**config.mk**
```make
export PLATFORM = sky130hd
export DESIGN_NAME = func_sweep_ctrl
export DESIGN_NICKNAME = d
export VERILOG_FILES = /design/src/rtl/func_sweep_ctrl.sv
export SDC_FILE = /design/constraint.sdc
export NUM_CORES = 1
export LEC_CHECK = 0
export ABC_AREA = 1
export CORE_ASPECT_RATIO = 1.2
export CORE_UTILIZATION = 40
export CTS_CLUSTER_SIZE = 16
export DETAILED_ROUTE_END_ITERATION = 10
export RECOVER_POWER = 50
export SYNTH_ARGS = -nofsm -noshare
export SYNTH_HDL_FRONTEND = slang
export SYNTH_SLANG_ARGS = --single-unit
```
**constraint.sdc**
```tcl
create_clock -name clk -period 2.9 [get_ports clk]
set_input_delay 0.58 -clock clk [delete_from_list [all_inputs] [get_ports clk]]
set_output_delay 0.58 -clock clk [all_outputs]
set_load 0.03 [all_outputs]
```
**src/rtl/func_sweep_ctrl.sv**
```systemverilog
// Built-in self-check sequencer: sweeps all 16 {A,B,C,D} vectors through a 4-input
// function block and compares O against a golden minterm mask. Option: FUNC_SWEEP_STOP_ON_FAIL_EN.
module func_sweep_ctrl #(
    parameter logic [15:0] MINTERM_MASK  = 16'hA5F5,
    parameter int unsigned SETTLE_CYCLES = 1
) (
    input  logic       clk,
    input  logic       rst_n,
    input  logic       start_i,
    input  logic       func_i,
    output logic [3:0] vec_o,
    output logic       busy_o,
    output logic       done_o,
    output logic       pass_o,
    output logic [4:0] err_cnt_o,
    output logic       fail_valid_o,
    output logic [3:0] first_fail_o
);

    typedef enum logic [1:0] {IDLE, DRIVE, SAMPLE, DONE} state_t;

    localparam logic [3:0] SETTLE_LAST = 4'(SETTLE_CYCLES - 1);

    state_t     state, state_n;
    logic [3:0] settle_cnt, settle_cnt_n;
    logic [3:0] vec_n;
    logic       busy_n, done_n, pass_n, fail_valid_n;
    logic [4:0] err_cnt_n;
    logic [3:0] first_fail_n;
    logic       mismatch;

    assign mismatch = (state == SAMPLE) && (func_i != MINTERM_MASK[vec_o]);

    // NOTE: sequential state uses non-blocking assignments so every register
    // samples the pre-edge values regardless of statement order.
    always_ff @(posedge clk or negedge rst_n) begin
        if (!rst_n) state <= IDLE;
        else        state <= state_n;
    end

    always_comb begin
        // NOTE: default first so every path assigns state_n and no latch is inferred.
        state_n = state;
        unique case (state)
            IDLE, DONE: if (start_i) state_n = DRIVE;
            DRIVE:      if (settle_cnt == SETTLE_LAST) state_n = SAMPLE;
            SAMPLE: begin
`ifdef FUNC_SWEEP_STOP_ON_FAIL_EN
                if (mismatch || vec_o == 4'd15) state_n = DONE;
                else                            state_n = DRIVE;
`else
                if (vec_o == 4'd15) state_n = DONE;
                else                state_n = DRIVE;
`endif
            end
            default:    state_n = IDLE;
        endcase
    end

    // Next values of the registered outputs, steered by the current state.
    always_comb begin
        vec_n        = vec_o;
        busy_n       = busy_o;
        done_n       = done_o;
        pass_n       = pass_o;
        err_cnt_n    = err_cnt_o;
        fail_valid_n = fail_valid_o;
        first_fail_n = first_fail_o;
        settle_cnt_n = settle_cnt;
        unique case (state)
            IDLE, DONE: begin
                if (start_i) begin
                    vec_n        = 4'd0;
                    busy_n       = 1'b1;
                    done_n       = 1'b0;
                    pass_n       = 1'b0;
                    err_cnt_n    = 5'd0;
                    fail_valid_n = 1'b0;
                    first_fail_n = 4'd0;
                    settle_cnt_n = 4'd0;
                end
            end
            DRIVE: begin
                settle_cnt_n = (settle_cnt == SETTLE_LAST) ? 4'd0 : settle_cnt + 4'd1;
            end
            SAMPLE: begin
                if (mismatch) begin
                    if (err_cnt_o < 5'd16) err_cnt_n = err_cnt_o + 5'd1;
                    if (!fail_valid_o) begin
                        first_fail_n = vec_o;
                        fail_valid_n = 1'b1;
                    end
                end
                if (state_n == DONE) begin
                    busy_n = 1'b0;
                    done_n = 1'b1;
                    pass_n = (err_cnt_n == 5'd0);
                end else begin
                    vec_n = vec_o + 4'd1;
                end
            end
            default: ;
        endcase
    end

    always_ff @(posedge clk or negedge rst_n) begin
        if (!rst_n) begin
            vec_o        <= 4'd0;
            busy_o       <= 1'b0;
            done_o       <= 1'b0;
            pass_o       <= 1'b0;
            err_cnt_o    <= 5'd0;
            fail_valid_o <= 1'b0;
            first_fail_o <= 4'd0;
            settle_cnt   <= 4'd0;
        end else begin
            vec_o        <= vec_n;
            busy_o       <= busy_n;
            done_o       <= done_n;
            pass_o       <= pass_n;
            err_cnt_o    <= err_cnt_n;
            fail_valid_o <= fail_valid_n;
            first_fail_o <= first_fail_n;
            settle_cnt   <= settle_cnt_n;
        end
    end

endmodule
```
After elaboration in Yosys (flattened, before gate mapping) --
Memories as Yosys holds them, arrays and structs flattened. Index checks and enable logic that the tools add are counted.
Word-level totals: register bits after elaboration 23, input port bits 4, memories kept 1, output and inout port bits 17, bits in read-only memories 16
Operators by class: add/sub/neg operators 3, equality and inequality tests 11, muxes and demuxes 28, $lt $le $gt $ge 2, reductions and logical operators 13
Memories:
- (name not given) | depth 16, bits a word 1, read ports 1, clocked after Yosys merged registers in 0, wr ports 0, line 32 | assign mismatch = (state == SAMPLE) && (func_i != MINTERM_MASK[vec_o]);
Operators with widths (count):
- $pmux W4 S2 | 3
- $mux W4 | 5
- $mux W5 | 4
- $pmux W5 S2 | 1
- $reduce_and A3 Y1 | 3
- $add A4 B1 Y4 const B | 2
- $ne A2 B2 Y1 const B | 4
- $pmux W1 S2 | 4
- $mux W1 | 7
- $eq A2 B2 Y1 const B | 3
- $mux W2 | 3
- $pmux W2 S3 | 1
- $add A5 B1 Y5 const B | 1
- $logic_not A5 Y1 | 1
- $lt A4 B5 Y1 const B | 1
- $lt A5 B5 Y1 const B | 1
- $eq A4 B4 Y1 const B | 1
- $logic_not A4 Y1 | 1
- $reduce_and A2 Y1 | 2
- $reduce_and A4 Y1 | 1
- $reduce_bool A2 Y1 | 2
- $eq A2 B1 Y1 const B | 1
- $logic_not A2 Y1 | 1
- $ne A2 B1 Y1 const B | 1
- 3 further kinds | 3

Longest topological paths before layout --
word-level depth 9, mapped depth 13, depth with buffers taken out 13

Least setup slack after synthesis --
No wires, ideal clock.
path type register to register, start point register vec_o[2], end point register pass_o, setup slack 1093 ps, required time 2783 ps, stages on the path, launching flop included 13, clock period less this slack 1807 ps, data arrival time 1690 ps, buffers on the path 0, cells stage by stage dfrtp_1 -> inv_1 -> ha_1 -> inv_1 -> nand2_1 -> nand3_1 -> nand2_2 -> nor2_2 -> nand2_1 -> o21ai_1 -> nor2_1 -> nand3_1 -> nand2_1
Between the ends: longest elaborated chain between the ends 9
Ends and longest elaborated chain:
- start, declared | line 11 | output logic [3:0] vec_o,
- start signal, assigned | line 117 | vec_o <= vec_n;
- $mem_v2 Z16 W1
- $mux W1 (not written as such) | line 32
- $ne A1 B1 Y1 | line 32
- $logic_and A1 B1 Y1 | line 32
- $mux W5 | line 87 | if (mismatch) begin
- $mux W5 | line 70 | unique case (state)
- $logic_not A5 Y1 | line 97 | pass_n = (err_cnt_n == 5'd0);
- $mux W1 | line 94 | if (state_n == DONE) begin
- $pmux W1 S2 | line 70
- end signal, assigned | line 120 | pass_o <= pass_n;
- end, declared | line 14 | output logic pass_o,
Several ways; a longest one is shown, not always the timed one. The select of a mux whose other input is x is not followed. A chain may end at the register's enable or synchronous reset.

Worst setup path in the final report --
start point register state[0], end point register first_fail_o[1]
Between the ends: longest elaborated chain between the ends 4
Ends and longest elaborated chain:
- start, declared | line 24 | state_t state, state_n;
- start signal, assigned | line 38 | else state <= state_n;
- $eq A2 B2 Y1 (tied with other cells) | line 70
- $reduce_or A2 Y1 / $logic_and A1 B1 Y1 (equally long branches) | line 70, 32
- $ne A2 B2 Y1 (no line) / $reduce_bool A2 Y1 (equally long branches)
- $reduce_and A4 Y1 (no line)
- end signal, assigned | line 123 | first_fail_o <= first_fail_n;
- end, declared | line 17 | output logic [3:0] first_fail_o
Several ways; a longest one is shown, not always the timed one.

==> results.txt <==
status - complete, no violations
non-filler cells, final - 240
multi-input logic area - 669.4 um2
Tcrit/Tclk final - 75.77%
Pwr Total - 1395 uW
Req. time, crit path - 3.09 ns
worst-margin pin slew - 1.266 ns
Seq/Total Area, Yosys - 41.44%
Crit Path Max Fanout - 19
Fin Setup TNS - 0 ns
reg2reg setup slack - 0.70 ns
CTS tree - done
Yosys cell types - 25
clock latency reported for the late side of the worst-skew pair - 0.26 ns
row count - 23
Post-Route WL - 2.992 mm
Pre-antenna DRT Iters - 4
crit path to - first_fail_o[1]$_DFFE_PN0P_
H-tree Lvls - 1
largest net degree at the start of global routing - 24
leakage - 0.0007786 uW
Starting Density - 41.60%
GRT Total Usage - 17.23%
unrepaired setup endpoints after global routing - no
die width - 55.79 um
CP endpoint kind - flop
# DRC - 0
# hold bufs at CTS - 0
Place WS - 0.7902 ns
Seq. cell area - 575.6 um2
die area - 0.003713 mm2
clock-pin slew on the worst setup and hold paths - 0.08 ns
mapped cell area - 0.001389 mm2
# resized after CTS - 0
fill count - 342
initial antenna violation count - 0
IO buf count - 20
Worst Reg-to-Reg Cells - 8
Power Dens Cells - 839.8 mW/mm2
Nets - 215
setup-violating endpoint count in the final report - 0
maximum vdd drop - 0.4969 mV
Final Worst Setup Slack - 0.7026 ns
Max Root-Sink Buffers - 2
area delta synth->final - 19.64%
Placed Area - 0.001627 mm2
post-synth top area share - 41.44%
Sink Count - 23
worst clock skew - 0.005169 ns
syn nets - 191
share of cells above drive strength 1 - 4.926%
Max Cap Viol - 0
final antenna-violating net count - 0
drt via density - 5.246
RePlAce Congestion - 0.8135
cell taking the most area after synthesis - dfrtp_1
Synth Instances - 180
Setup crit start - state[0]$_DFF_PN0_
first-pass GRT wire length - 5.016 mm
IO Pins - 21
top post-synthesis cells by area - dfrtp_1 41%, nand2_1 11%, nand3_1 9.0%, inv_1 7.8%, o21ai_0 6.8%
clk root buf - clkbuf_8
worst rel slew slack - 15.60%
dpl hpwl - 2.282 mm
Critical R2R Capture - first_fail_o[1]$_DFFE_PN0P_
min-delay worst type - reg -> reg
fin crit period - 2.197 ns
DR WL/cell - 12.47 um
Placed Cells incl. Taps - 236
post-route cell area - 0.001662 mm2
RR Startpoint - state[0]$_DFF_PN0_
Crit path arrival time - 2.38 ns
postcts setup bufs - 0
Mean Syn Cell Area - 7.716 um2
Syn. warnings - 0
Starting DRT DRC Count - 23
routed vias - 1259
final hold vios - 0
die height - 66.55 um
vias in the first global route - 1192
critical path class - reg -> reg
max frequency - 0.4551 GHz
ant diodes - 0
final global-route overflow total - 0
CP startpoint kind - flop
FF+latch count, synth - 23
Inserted Clock Buffers - 3
max-slew violation count - 0
core area - 0.003338 mm2
[sequential cells by signal, indices dropped and copies added, names as in the netlist]
signal        flops
vec_o             4
settle_cnt        4
state             2
fail_valid_o      1
err_cnt_o         5
first_fail_o      4
busy_o            1
pass_o            1
done_o            1
[power breakdown]
group | switching [uW] | total [uW] | leakage (uW) | internal, uW
logic | 508 | 761 | 0.000444 | 253
registers | 56.0 | 439 | 0.000309 | 383
clock network | 100 | 196 | 0.0000255 | 95.7
total | 664 | 1400 | 0.000779 | 731
[critical path, cell delays in order (launching register included)]
cell     delay, ns
dfrtp_1       0.40
inv_1         0.06
ha_1          0.61
nor2_4        0.11
nor2_8        0.18
inv_1         0.14
o31ai_4       0.38
nand3_1       0.12
o21ai_0       0.10
[cell usage after synthesis]
| master | count |
|---|---|
| dfrtp_1 | 23 |
| nand2_1 | 42 |
| nor2_4 | 2 |
| o21ai_1 | 1 |
| o22ai_1 | 2 |
| inv_2 | 3 |
| nor2_8 | 1 |
| nor2_2 | 1 |
| o31ai_1 | 1 |
| buf_6 | 1 |
| a22oi_1 | 1 |
| ha_1 | 7 |
| nor2_1 | 7 |
| nand4_1 | 2 |
| nor3_1 | 3 |
| nand2_2 | 1 |
| a31oi_1 | 2 |
| xnor2_1 | 1 |
| xor2_1 | 2 |
| buf_2 | 1 |
| nand3_1 | 25 |
| o31ai_4 | 1 |
| a21oi_1 | 2 |
| o21ai_0 | 19 |
| inv_1 | 29 |
[through the flow]
| stage | util, % | hold WS (ns) |
|---|---|---|
| 2_1_floorplan | - | 0.2844 |
| 3_3_place_gp | 48.73 | 0.4787 |
| 3_5_place_dp | 48.73 | 0.4745 |
| 4_1_cts | 50.11 | 0.5010 |
| 5_1_grt | 49.78 | 0.5155 |
| 6_report | 49.78 | 0.4924 |
[area by class of cell]
type                       instances  share of cell area [%]
sequential                        23                   34.64
multi-input combinational        123                   40.29
timing repair buffer              21                   12.27
tap                               37                   2.786
clock inverter                     1                  0.3012
clock buffer                       3                   2.485
inverter                          32                   7.229
[routing by layer]
| metal | GRT usage, % | vias to the layer above | routed length (um) |
|---|---|---|---|
| met5 | 0 | - | 0 |
| met1 | 19.42 | 596 | 1359 |
| met4 | 8.125 | 0 | 25 |
| met2 | 31.93 | 36 | 1507 |
| met3 | 2.524 | 2 | 99 |
| li1 | - | 625 | - |
[placed cells by master (no fill, tap or decap)]
master and count:
nand4_1 2, o31ai_4 1, xnor2_1 1, o21ai_1 1
nand2_1 42, clkinv_2 1, dfrtp_1 23, nor2_1 8
inv_1 31, nand2_2 1, a22oi_1 1, xor2_1 2
a21oi_1 2, clkbuf_8 3, nor2_2 1, a31oi_1 2
nor2_8 1, clkbuf_1 1, o21ai_0 19, dlygate4sd3_1 1
ha_1 7, nor3_1 3, nor2_4 1, inv_2 1
o22ai_1 2, clkdlybuf4s50_1 19, nand3_1 25, o31ai_1 1
[cells by family (layout without fill, tap and decap cells)]
| family | after synthesis | count (layout) | synth area share, % |
|---|---|---|---|
| simple gates | 84 | 84 | 28.20 |
| fa+ha+maj | 7 | 7 | 6.306 |
| compound gates | 29 | 29 | 12.34 |
| buf+inv | 34 | 57 | 9.819 |
| xor+xnor | 3 | 3 | 1.892 |
| flops | 23 | 23 | 41.44 |
[worst min path at each step]
stage,from,to,cells after the start
after floorplan,rst_n,busy_o$_DFFE_PN0P_,0
after global placement,pass_o$_DFFE_PN0P_,pass_o$_DFFE_PN0P_,2
after detailed placement,done_o$_DFFE_PN0P_,done_o$_DFFE_PN0P_,2
after CTS,pass_o$_DFFE_PN0P_,pass_o$_DFFE_PN0P_,2
after global routing,pass_o$_DFFE_PN0P_,pass_o$_DFFE_PN0P_,2
final,pass_o$_DFFE_PN0P_,pass_o$_DFFE_PN0P_,2
Note: power is estimated with default switching activity, not from simulation.
